### config.mk
export PLATFORM = sky130hd
export DESIGN_NAME = rdma_req_arb
export DESIGN_NICKNAME = d
export VERILOG_FILES = /design/src/rtl/rdma_req_arb.sv
export SDC_FILE = /design/constraint.sdc
export NUM_CORES = 1
export LEC_CHECK = 0
export CORE_AREA = 2 2 258 260
export DETAILED_ROUTE_END_ITERATION = 7
export DIE_AREA = 0 0 260 262
export PLACE_DENSITY = 0.44
export SLEW_MARGIN = 25
export SYNTH_ARGS = -nofsm -noshare
export SYNTH_HDL_FRONTEND = slang
export SYNTH_SLANG_ARGS = --single-unit
### constraint.sdc
create_clock -name aclk -period 3.25 [get_ports aclk]
set_input_delay 0.4875 -clock aclk [delete_from_list [all_inputs] [get_ports aclk]]
set_output_delay 0.4875 -clock aclk [all_outputs]
set_load 0.005 [all_outputs]
### src/rtl/rdma_req_arb.sv
//==============================================================================
// Module      : rdma_req_arb
// Description : Credit-gated round-robin arbiter merging N_REQ RDMA request
//               streams into one registered output; completions return credits.
// Revision    : 1.0 - initial release
//==============================================================================
`default_nettype none

module rdma_req_arb #(
    parameter int N_REQ     = 4,
    parameter int DATA_BITS = 128,
    parameter int N_CRED    = 16,
    localparam int ID_BITS  = (N_REQ > 1) ? $clog2(N_REQ) : 1,
    localparam int CNT_BITS = $clog2(N_CRED + 1)
) (
    input  logic                       aclk,
    input  logic                       aresetn,
    input  logic [N_REQ-1:0]           s_req_valid,
    output logic [N_REQ-1:0]           s_req_ready,
    input  logic [N_REQ*DATA_BITS-1:0] s_req_data,
    output logic                       m_req_valid,
    input  logic                       m_req_ready,
    output logic [DATA_BITS-1:0]       m_req_data,
    output logic [ID_BITS-1:0]         m_req_id,
    input  logic                       s_cpl_valid,
    output logic                       s_cpl_ready,
    input  logic [ID_BITS-1:0]         s_cpl_id,
    output logic                       cpl_err
);

    localparam logic [ID_BITS:0]    C_N_REQ_W  = (ID_BITS + 1)'(N_REQ);
    localparam logic [CNT_BITS-1:0] C_CRED_MAX = CNT_BITS'(N_CRED);
    localparam logic [ID_BITS-1:0]  C_LAST_RST = ID_BITS'(N_REQ - 1);

    logic                 m_req_valid_q, m_req_valid_d;
    logic [DATA_BITS-1:0] m_req_data_q,  m_req_data_d;
    logic [ID_BITS-1:0]   m_req_id_q,    m_req_id_d;
    logic                 cpl_err_q,     cpl_err_d;
    logic [ID_BITS-1:0]   last_grant_q,  last_grant_d;
    logic [CNT_BITS-1:0]  credit_q [N_REQ];
    logic [CNT_BITS-1:0]  credit_d [N_REQ];

    logic [N_REQ-1:0]     eligible;
    logic [N_REQ-1:0]     cred_inc;
    logic [N_REQ-1:0]     cred_dec;
    logic                 out_free;
    logic                 any_elig;
    logic                 grant;
    logic                 cpl_bad;
    logic [ID_BITS-1:0]   grant_idx;
    logic [ID_BITS:0]     scan_idx;

    always_comb begin
        for (int i = 0; i < N_REQ; i++) begin
            eligible[i] = s_req_valid[i] && (credit_q[i] != '0);
        end
    end

    // Scan from the slot after the last winner, wrapping, first eligible wins.
    always_comb begin
        out_free  = !m_req_valid_q || m_req_ready;
        grant_idx = last_grant_q;
        any_elig  = 1'b0;
        scan_idx  = '0;
        for (int k = 1; k <= N_REQ; k++) begin
            scan_idx = {1'b0, last_grant_q} + (ID_BITS + 1)'(k);
            if (scan_idx >= C_N_REQ_W) begin
                scan_idx = scan_idx - C_N_REQ_W;
            end
            if (!any_elig && eligible[scan_idx[ID_BITS-1:0]]) begin
                any_elig  = 1'b1;
                grant_idx = scan_idx[ID_BITS-1:0];
            end
        end
        grant = aresetn && out_free && any_elig;
    end

    always_comb begin
        s_req_ready = '0;
        if (grant) begin
            s_req_ready[grant_idx] = 1'b1;
        end
    end

    // A completion is rejected if it names a missing requester or would overflow.
    always_comb begin
        cpl_bad = 1'b0;
        if (s_cpl_valid) begin
            if ({1'b0, s_cpl_id} >= C_N_REQ_W) begin
                cpl_bad = 1'b1;
            end else if (credit_q[s_cpl_id] == C_CRED_MAX) begin
                cpl_bad = 1'b1;
            end
        end
    end

    always_comb begin
        for (int i = 0; i < N_REQ; i++) begin
            cred_inc[i] = s_cpl_valid && !cpl_bad && (s_cpl_id == ID_BITS'(i));
            cred_dec[i] = grant && (grant_idx == ID_BITS'(i));
            credit_d[i] = credit_q[i];
            if (cred_inc[i] && !cred_dec[i]) begin
                credit_d[i] = credit_q[i] + 1'b1;
            end else if (cred_dec[i] && !cred_inc[i]) begin
                credit_d[i] = credit_q[i] - 1'b1;
            end
        end
    end

    always_comb begin
        m_req_valid_d = m_req_valid_q;
        m_req_data_d  = m_req_data_q;
        m_req_id_d    = m_req_id_q;
        last_grant_d  = last_grant_q;
        cpl_err_d     = cpl_err_q | cpl_bad;
        if (grant) begin
            m_req_valid_d = 1'b1;
            m_req_data_d  = s_req_data[int'(grant_idx) * DATA_BITS +: DATA_BITS];
            m_req_id_d    = grant_idx;
            last_grant_d  = grant_idx;
        end else if (m_req_ready) begin
            m_req_valid_d = 1'b0;
        end
    end

    always_ff @(posedge aclk) begin
        if (!aresetn) begin
            m_req_valid_q <= 1'b0;
            m_req_data_q  <= '0;
            m_req_id_q    <= '0;
            cpl_err_q     <= 1'b0;
            last_grant_q  <= C_LAST_RST;
            for (int i = 0; i < N_REQ; i++) begin
                credit_q[i] <= C_CRED_MAX;
            end
        end else begin
            m_req_valid_q <= m_req_valid_d;
            m_req_data_q  <= m_req_data_d;
            m_req_id_q    <= m_req_id_d;
            cpl_err_q     <= cpl_err_d;
            last_grant_q  <= last_grant_d;
            for (int i = 0; i < N_REQ; i++) begin
                credit_q[i] <= credit_d[i];
            end
        end
    end

    assign m_req_valid = m_req_valid_q;
    assign m_req_data  = m_req_data_q;
    assign m_req_id    = m_req_id_q;
    assign cpl_err     = cpl_err_q;
    assign s_cpl_ready = 1'b1;

endmodule

`default_nettype wire

==> impl_metrics.tcl, run 1 <==
set metrics [dict create \
    status "complete, but fails checks" \
    violations "negative setup slack" \
    avgSynthCellArea_um2 10.3 \
    die_y_um 262 \
    finalSetupViolCount 10 \
    path_clk_slew_ns 0.07 \
    dr.first_iter.drc_count 305 \
    synth_top_flop_cell "dfxtp_1" \
    drt-wirelength-per-cell_um 18.9 \
    finalClockSkew_ns 0.0138 \
    critPathLaunchType "flop" \
    final_area_um2 18200 \
    nNetsFinal 2148 \
    ioPinCount 659 \
    synth.top_cell.area_share_pct 33.0 \
    worstSetupPathType "reg -> reg" \
    pre_cts_ws_ns -0.231 \
    p_per_area_nw_per_um2 716 \
    cp_cell_sequence "or4_4, o21ai_4, buf_6, o2bb2ai_4, a211oi_4, buf_6, inv_4, nand2b_1, ha_2, inv_2, buf_6, fa_2, a21o_1, a21oi_2, xnor2_1, or3_1, nand3_1" \
    r2r-end "credit_q[1][4]$_SDFFE_PN1P_" \
    timing.setup.tns_ns -0.912 \
    hp-class "reg -> reg" \
    async_flop_share_pct 0 \
    portBuffers 657 \
    nFillCells 6836 \
    fp.dieW_um 260 \
    dr.pass1.iters 4 \
    synth_edf_count 0 \
    max-cap-violations 0 \
    synth_cell_type_count 53 \
    holdPathEnd "m_req_id[1]$_SDFFE_PN0P_" \
    final_hold_viol_count 0 \
    p_total_mw 13.1 \
    end_kind "flop" \
    crit_fanout 5 \
    critPathMaxStageDelay_ns 0.56 \
    placed_cell_area_um2 17100 \
    clockBufferDepth 2 \
    gp_congestion 0.793 \
    utilization_pct 27.9 \
    switching_share_pct 35.7 \
    pwr-share-seq_pct 23.9 \
    grt_max_degree 72 \
    intPower_mw 8.40 \
    clkPwrFrac_pct 17.3 \
    reg2regPathDepth 17 \
    p_leak_nw 7.42 \
    placedCellCount 2426 \
    numCtsBuffers 17 \
    worstPathArrival_ns 3.80 \
    gr-total-overflow 0 \
    final_cells 2483 \
    grt_pass1_vias 10000 \
    syn_area_um2 9340 \
    worstMarginPinSlew_ns 0.967 \
    start_util_pct 14.3 \
    cp_common_cell "buf_6" \
    netlist_instances 910 \
    syn_to_final_growth_pct 95.3 \
    crit_slowest_cell "or4_4" \
    die-area_um2 68100 \
    drive_gt1_share_pct 13.7 \
    core_um2 65300 \
    cts.sinks 154 \
    clkLatencyLatePin_ns 0.47 \
    crit-reg2reg-launch "credit_q[1][3]$_SDFFE_PN0P_" \
    relSlewSlack_pct 35.6 \
    antenna_left 0 \
    synth_area_leaders "dfxtp_1 (33%), mux2i_1 (28%), o221ai_1 (9.1%)" \
    ff2ff_setup_slack_ns -0.14 \
    ir_worst_vdd_uv 357 \
    post-route-period-util_pct 104 \
    synth_fp_nets 1452 \
    synth.most_common_cell "mux2i_1" \
    hold_buffers 0 \
    viasPerCell 3.98 \
    cts_tree "done" \
    hold_start "m_req_id[1]$_SDFFE_PN0P_" \
    max_freq_mhz 295 \
    holdWs_ns 0.458 \
    yosys_warnings 0 \
    placementRows 94 \
    grt_first_pass_wirelength_um 64500 \
    seqCellArea_um2 3090 \
    routed_wl_um 46800 \
    setup_ws_ns -0.145 \
    via_count 9892 \
    pwr-share-comb_pct 58.8 \
    drc_errors 0 \
    rsz0062_at_grt "yes" \
    grt_use_total_pct 12.8 \
    clockRootBuffer "clkbuf_16" \
    ys_top_cells_by_count "mux2i_1 (260), dfxtp_1 (154), nand2_1 (134)" \
    multi_input_area_um2 5760 \
    critPathRequiredTime_ns 3.66 \
    switchingPower_mw 4.66 \
    htreeDepth 4 \
    antenna_found_initial 1 \
    slew_violations 0 \
    dp_hpwl_um 34900 \
    whs_path_depth 2 \
    ys_ff_latch 154 \
    yosysSeqAreaShare_pct 33.0 \
    min_period_ns 3.39 \
    synth_largest_area_cell "dfxtp_1" \
]
## flip-flops by register name (all words and copies together) (netlist names)
signal / cells
m_req_id: 2
credit_q: 20
cpl_err: 1
m_req_valid: 1
m_req_data: 128
last_grant_q: 2
## power groups by stage
| stage | clock, mW | combinational, mW | sequential [mW] |
|---|---|---|---|
| floorplan | 0 | 4.12 | 3.19 |
| global placement | 0 | 7.02 | 3.13 |
| detailed placement | 0 | 7.03 | 3.15 |
| CTS | 2.37 | 7.57 | 3.12 |
| global route | 2.43 | 8.25 | 3.21 |
| finish | 2.25 | 7.68 | 3.13 |
## what timing repair did
item | CTS | global route
pin swaps | 23 | 29
setup buffers | 16 | 5
cloned | 4 | 2
setup endpoints to repair | 57 | 61
resized for setup | 34 | 31
## worst max-delay path, delay by kind of cell (launching register included)
family                   cells  cell delay [ns]
flip-flops                   1             0.32
buffers and inverters        5             0.48
XOR/XNOR                     1             0.09
AO/OA/AOI/OAI                5             0.88
adder cells (fa/ha/maj)      2             0.54
AND/OR/NAND/NOR              4             1.02
## layout make-up
cell class / count / share of cell area, %
antenna: 1 / 0.0137
clock buffer: 21 / 2.58
clock inverter: 10 / 0.892
inverter: 9 / 0.226
multi-input combinational: 666 / 31.6
sequential: 154 / 16.9
tap: 864 / 5.93
timing repair buffer: 758 / 41.8
## how the worst max path moves through the flow
stage / start / endpoint / slack [ns]
floorplan: credit_q[1][1]$_SDFFE_PN0P_ / credit_q[2][4]$_SDFFE_PN1P_ / -0.02
global placement: credit_q[1][3]$_SDFFE_PN0P_ / m_req_data[44]$_SDFFE_PN0P_ / -0.18
detailed placement: credit_q[1][3]$_SDFFE_PN0P_ / credit_q[1][4]$_SDFFE_PN1P_ / -0.23
CTS: credit_q[1][1]$_SDFFE_PN0P_ / credit_q[2][4]$_SDFFE_PN1P_ / -0.13
global route: credit_q[1][3]$_SDFFE_PN0P_ / credit_q[2][4]$_SDFFE_PN1P_ / -0.31
finish: credit_q[1][3]$_SDFFE_PN0P_ / credit_q[1][4]$_SDFFE_PN1P_ / -0.14
## logic make-up after synthesis
group,after synthesis,share of synthesized area (%)
compound gates,173,17.4
flops,154,33.0
mux,260,27.9
xor+xnor,16,1.50
other cells,1,0.0402
buf+inv,90,8.21
simple gates,196,8.98
fa+ha+maj,20,3.00
## layer usage
metal	part of all wire [%]	routed length, µm	track usage [%]
met1	39	18100	14.1
met2	52	24400	23.4
met3	7.7	3630	4.05
met4	1.6	769	3.99
met5	0.028	13	0
## cells in the final DEF, fill, tap and decap left out, drive strengths merged, types with 3 or more instances in the layout
cell / n
nand2b: 4
a21oi: 18
o21ai: 8
xnor2: 8
nand2: 134
xor2: 8
bufinv: 4
o221ai: 128
dfxtp: 154
fa: 4
ha: 16
bufbuf: 3
a21o: 8
nor2: 30
or3: 5
clkdlybuf4s50: 653
clkinv: 3
mux2i: 260
nand3: 5
inv: 10
buf: 99
or2: 4
or4: 4
clkbuf: 23
Note: power is estimated with default switching activity, not from simulation.
==> run 2: changes to the inputs <==
Settings changed: CAP_MARGIN from default to 25.
==> results of run 2 <==
Final layout, timing and power as in run 1 (identical DEF).
==> run 3: changes to the inputs <==
Settings changed: PLACE_DENSITY 0.44 to default, PLACE_DENSITY_LB_ADDON from default to 0.12.
==> run 3 against run 2 <==
Compared with the run above: the flow still finishes with violations (negative setup slack); register-to-register slack improved by 0.04 ns; global-route usage rose by 0.14 points; clock-buffer cell count fell by 1; sequential power barely moved; design area fell by 2.2%; combinational power fell by 6.8%; hold slack barely moved; total power fell by 4.2%; sequential cell count did not move; critical path depth did not move; sequential share of layout area rose by 0.38 points; non-clock buffer count fell by 29; critical path type unchanged; highest routed layer unchanged.
==> impl_metrics.tcl, run 3 (synthesis gave the netlist of run 1 again) <==
set metrics [dict create \
    rsz0062_at_grt "yes" \
    drt-wirelength-per-cell_um 19.0 \
    core_um2 65300 \
    p_total_mw 12.5 \
    final_common_cell "clkdlybuf4s50_1" \
    grt_max_degree 130 \
    critPathMaxStageDelay_ns 0.55 \
    grt_first_pass_wirelength_um 65500 \
    via_count 9660 \
    hold_buffers 0 \
    timing.setup.tns_ns -0.314 \
    final_cells 2458 \
    pre_cts_ws_ns -0.154 \
    numCtsBuffers 17 \
    cp-startpoint "credit_q[1][3]$_SDFFE_PN0P_" \
    cp_cell_sequence "or4_4, o21ai_4, buf_6, and2_4, o31ai_2, buf_4, buf_4, or2_4, or2_1, ha_2, inv_4, ha_4, a21o_1, a21oi_2, xnor2_1, or3_1, nand3_1" \
    ioPinCount 659 \
    placedCellCount 2407 \
    cts_tree "done" \
    path_delay_family "simple AND/OR/NAND/NOR gates" \
    clockRootBuffer "clkbuf_16" \
    nNetsFinal 2119 \
    max_freq_mhz 298 \
    cts.sinks 154 \
    status "complete, but fails checks" \
    min_period_ns 3.36 \
    worstPathArrival_ns 3.78 \
    start_util_pct 14.3 \
    finalClockSkew_ns 0.0148 \
    critPathRequiredTime_ns 3.68 \
    placed_cell_area_um2 16900 \
    critPathLaunchType "flop" \
    ir_worst_vdd_uv 351 \
    gr-total-overflow 0 \
    cp.buffers_inverters 4 \
    gp_congestion 0.763 \
    final_hold_viol_count 0 \
    final_area_um2 17800 \
    routed_wl_um 46700 \
    worstSetupPathType "reg -> reg" \
    die-area_um2 68100 \
    worstMarginPinSlew_ns 0.907 \
    dr.first_iter.drc_count 270 \
    dp_hpwl_um 36000 \
    clkLatencyLatePin_ns 0.48 \
    most-common-layout-cells "clkdlybuf4s50_1 (653), mux2i_1 (258), dfxtp_1 (149), nand2_1 (134), o221ai_1 (97)" \
    post-route-period-util_pct 103 \
    htreeDepth 4 \
    holdWs_ns 0.459 \
    antenna_left 0 \
    grt_use_total_pct 13.0 \
    end_kind "flop" \
    drive_gt1_share_pct 12.0 \
    fp.dieW_um 260 \
    relSlewSlack_pct 39.5 \
    placementRows 94 \
    finalSetupViolCount 6 \
    hp-class "reg -> reg" \
    crit-reg2reg-launch "credit_q[1][3]$_SDFFE_PN0P_" \
    utilization_pct 27.3 \
    slew_violations 0 \
    grt_pass1_vias 10000 \
    syn_to_final_growth_pct 91.1 \
    max-cap-violations 0 \
    drc_errors 0 \
    cp_common_cell "buf_4" \
    violations "negative setup slack" \
    dr.pass1.iters 4 \
    crit_slowest_cell "or4_4" \
    largest_reg_flops 128 \
    clockBufferDepth 2 \
    die_y_um 262 \
    crit_fanout 4 \
    hold_start "m_req_data[48]$_SDFFE_PN0P_" \
    p_leak_nw 7.20 \
    p_per_area_nw_per_um2 702 \
    setup_ws_ns -0.108 \
    antenna_found_initial 5 \
    path_clk_slew_ns 0.07 \
    portBuffers 657 \
    viasPerCell 3.93 \
]
-- run 3: what timing repair did --
| item | in CTS | in global routing |
|---|---|---|
| pin swaps | 16 | 18 |
| setup endpoints to repair | 13 | 52 |
| gates cloned | 0 | 1 |
| setup buffers | 12 | 3 |
| gates resized for setup | 23 | 24 |
-- run 3: tightest hold or removal path, stage by stage, from the launching register on --
cell	delay, ns
dfxtp_1	0.32
nand2_1	0.05
o221ai_1	0.05
-- run 3: final timing paths --
| check | slack (ns) | depth (start not counted) | end |
|---|---|---|---|
| hold reg to reg | 0.46 | 2 | m_req_data[48]$_SDFFE_PN0P_ |
| hold / removal | 0.46 | 2 | m_req_data[48]$_SDFFE_PN0P_ |
| setup reg to reg | -0.11 | 17 | credit_q[2][4]$_SDFFE_PN1P_ |
| setup / recovery | -0.11 | 17 | credit_q[2][4]$_SDFFE_PN1P_ |
-- run 3: report_power, final --
group	switching (mW)	internal, mW	leakage, nW
Combinational	3.13	4.03	5.63
Sequential	0.431	2.68	1.28
Clock	0.962	1.28	0.290
-- run 3: layer usage --
| layer | routed length [µm] | up-vias | global-route usage [%] | share of wire, % |
|---|---|---|---|---|
| met5 | 7 | - | 0 | 0.015 |
| met4 | 615 | 2 | 3.64 | 1.3 |
| met3 | 3800 | 25 | 4.88 | 8.1 |
| met2 | 24500 | 353 | 23.8 | 52 |
| met1 | 17800 | 4501 | 13.9 | 38 |
| li1 | - | 4779 | - | - |
-- run 3: layout make-up --
| cell class | count | area, µm² |
|---|---|---|
| antenna | 5 | 12.5 |
| fill | 6862 | 47400 |
| tap | 864 | 1080 |
| sequential | 154 | 3090 |
| inverter | 9 | 48.8 |
| clock buffer | 20 | 437 |
| multi-input combinational | 666 | 5740 |
| timing repair buffer | 729 | 7270 |
| clock inverter | 11 | 171 |
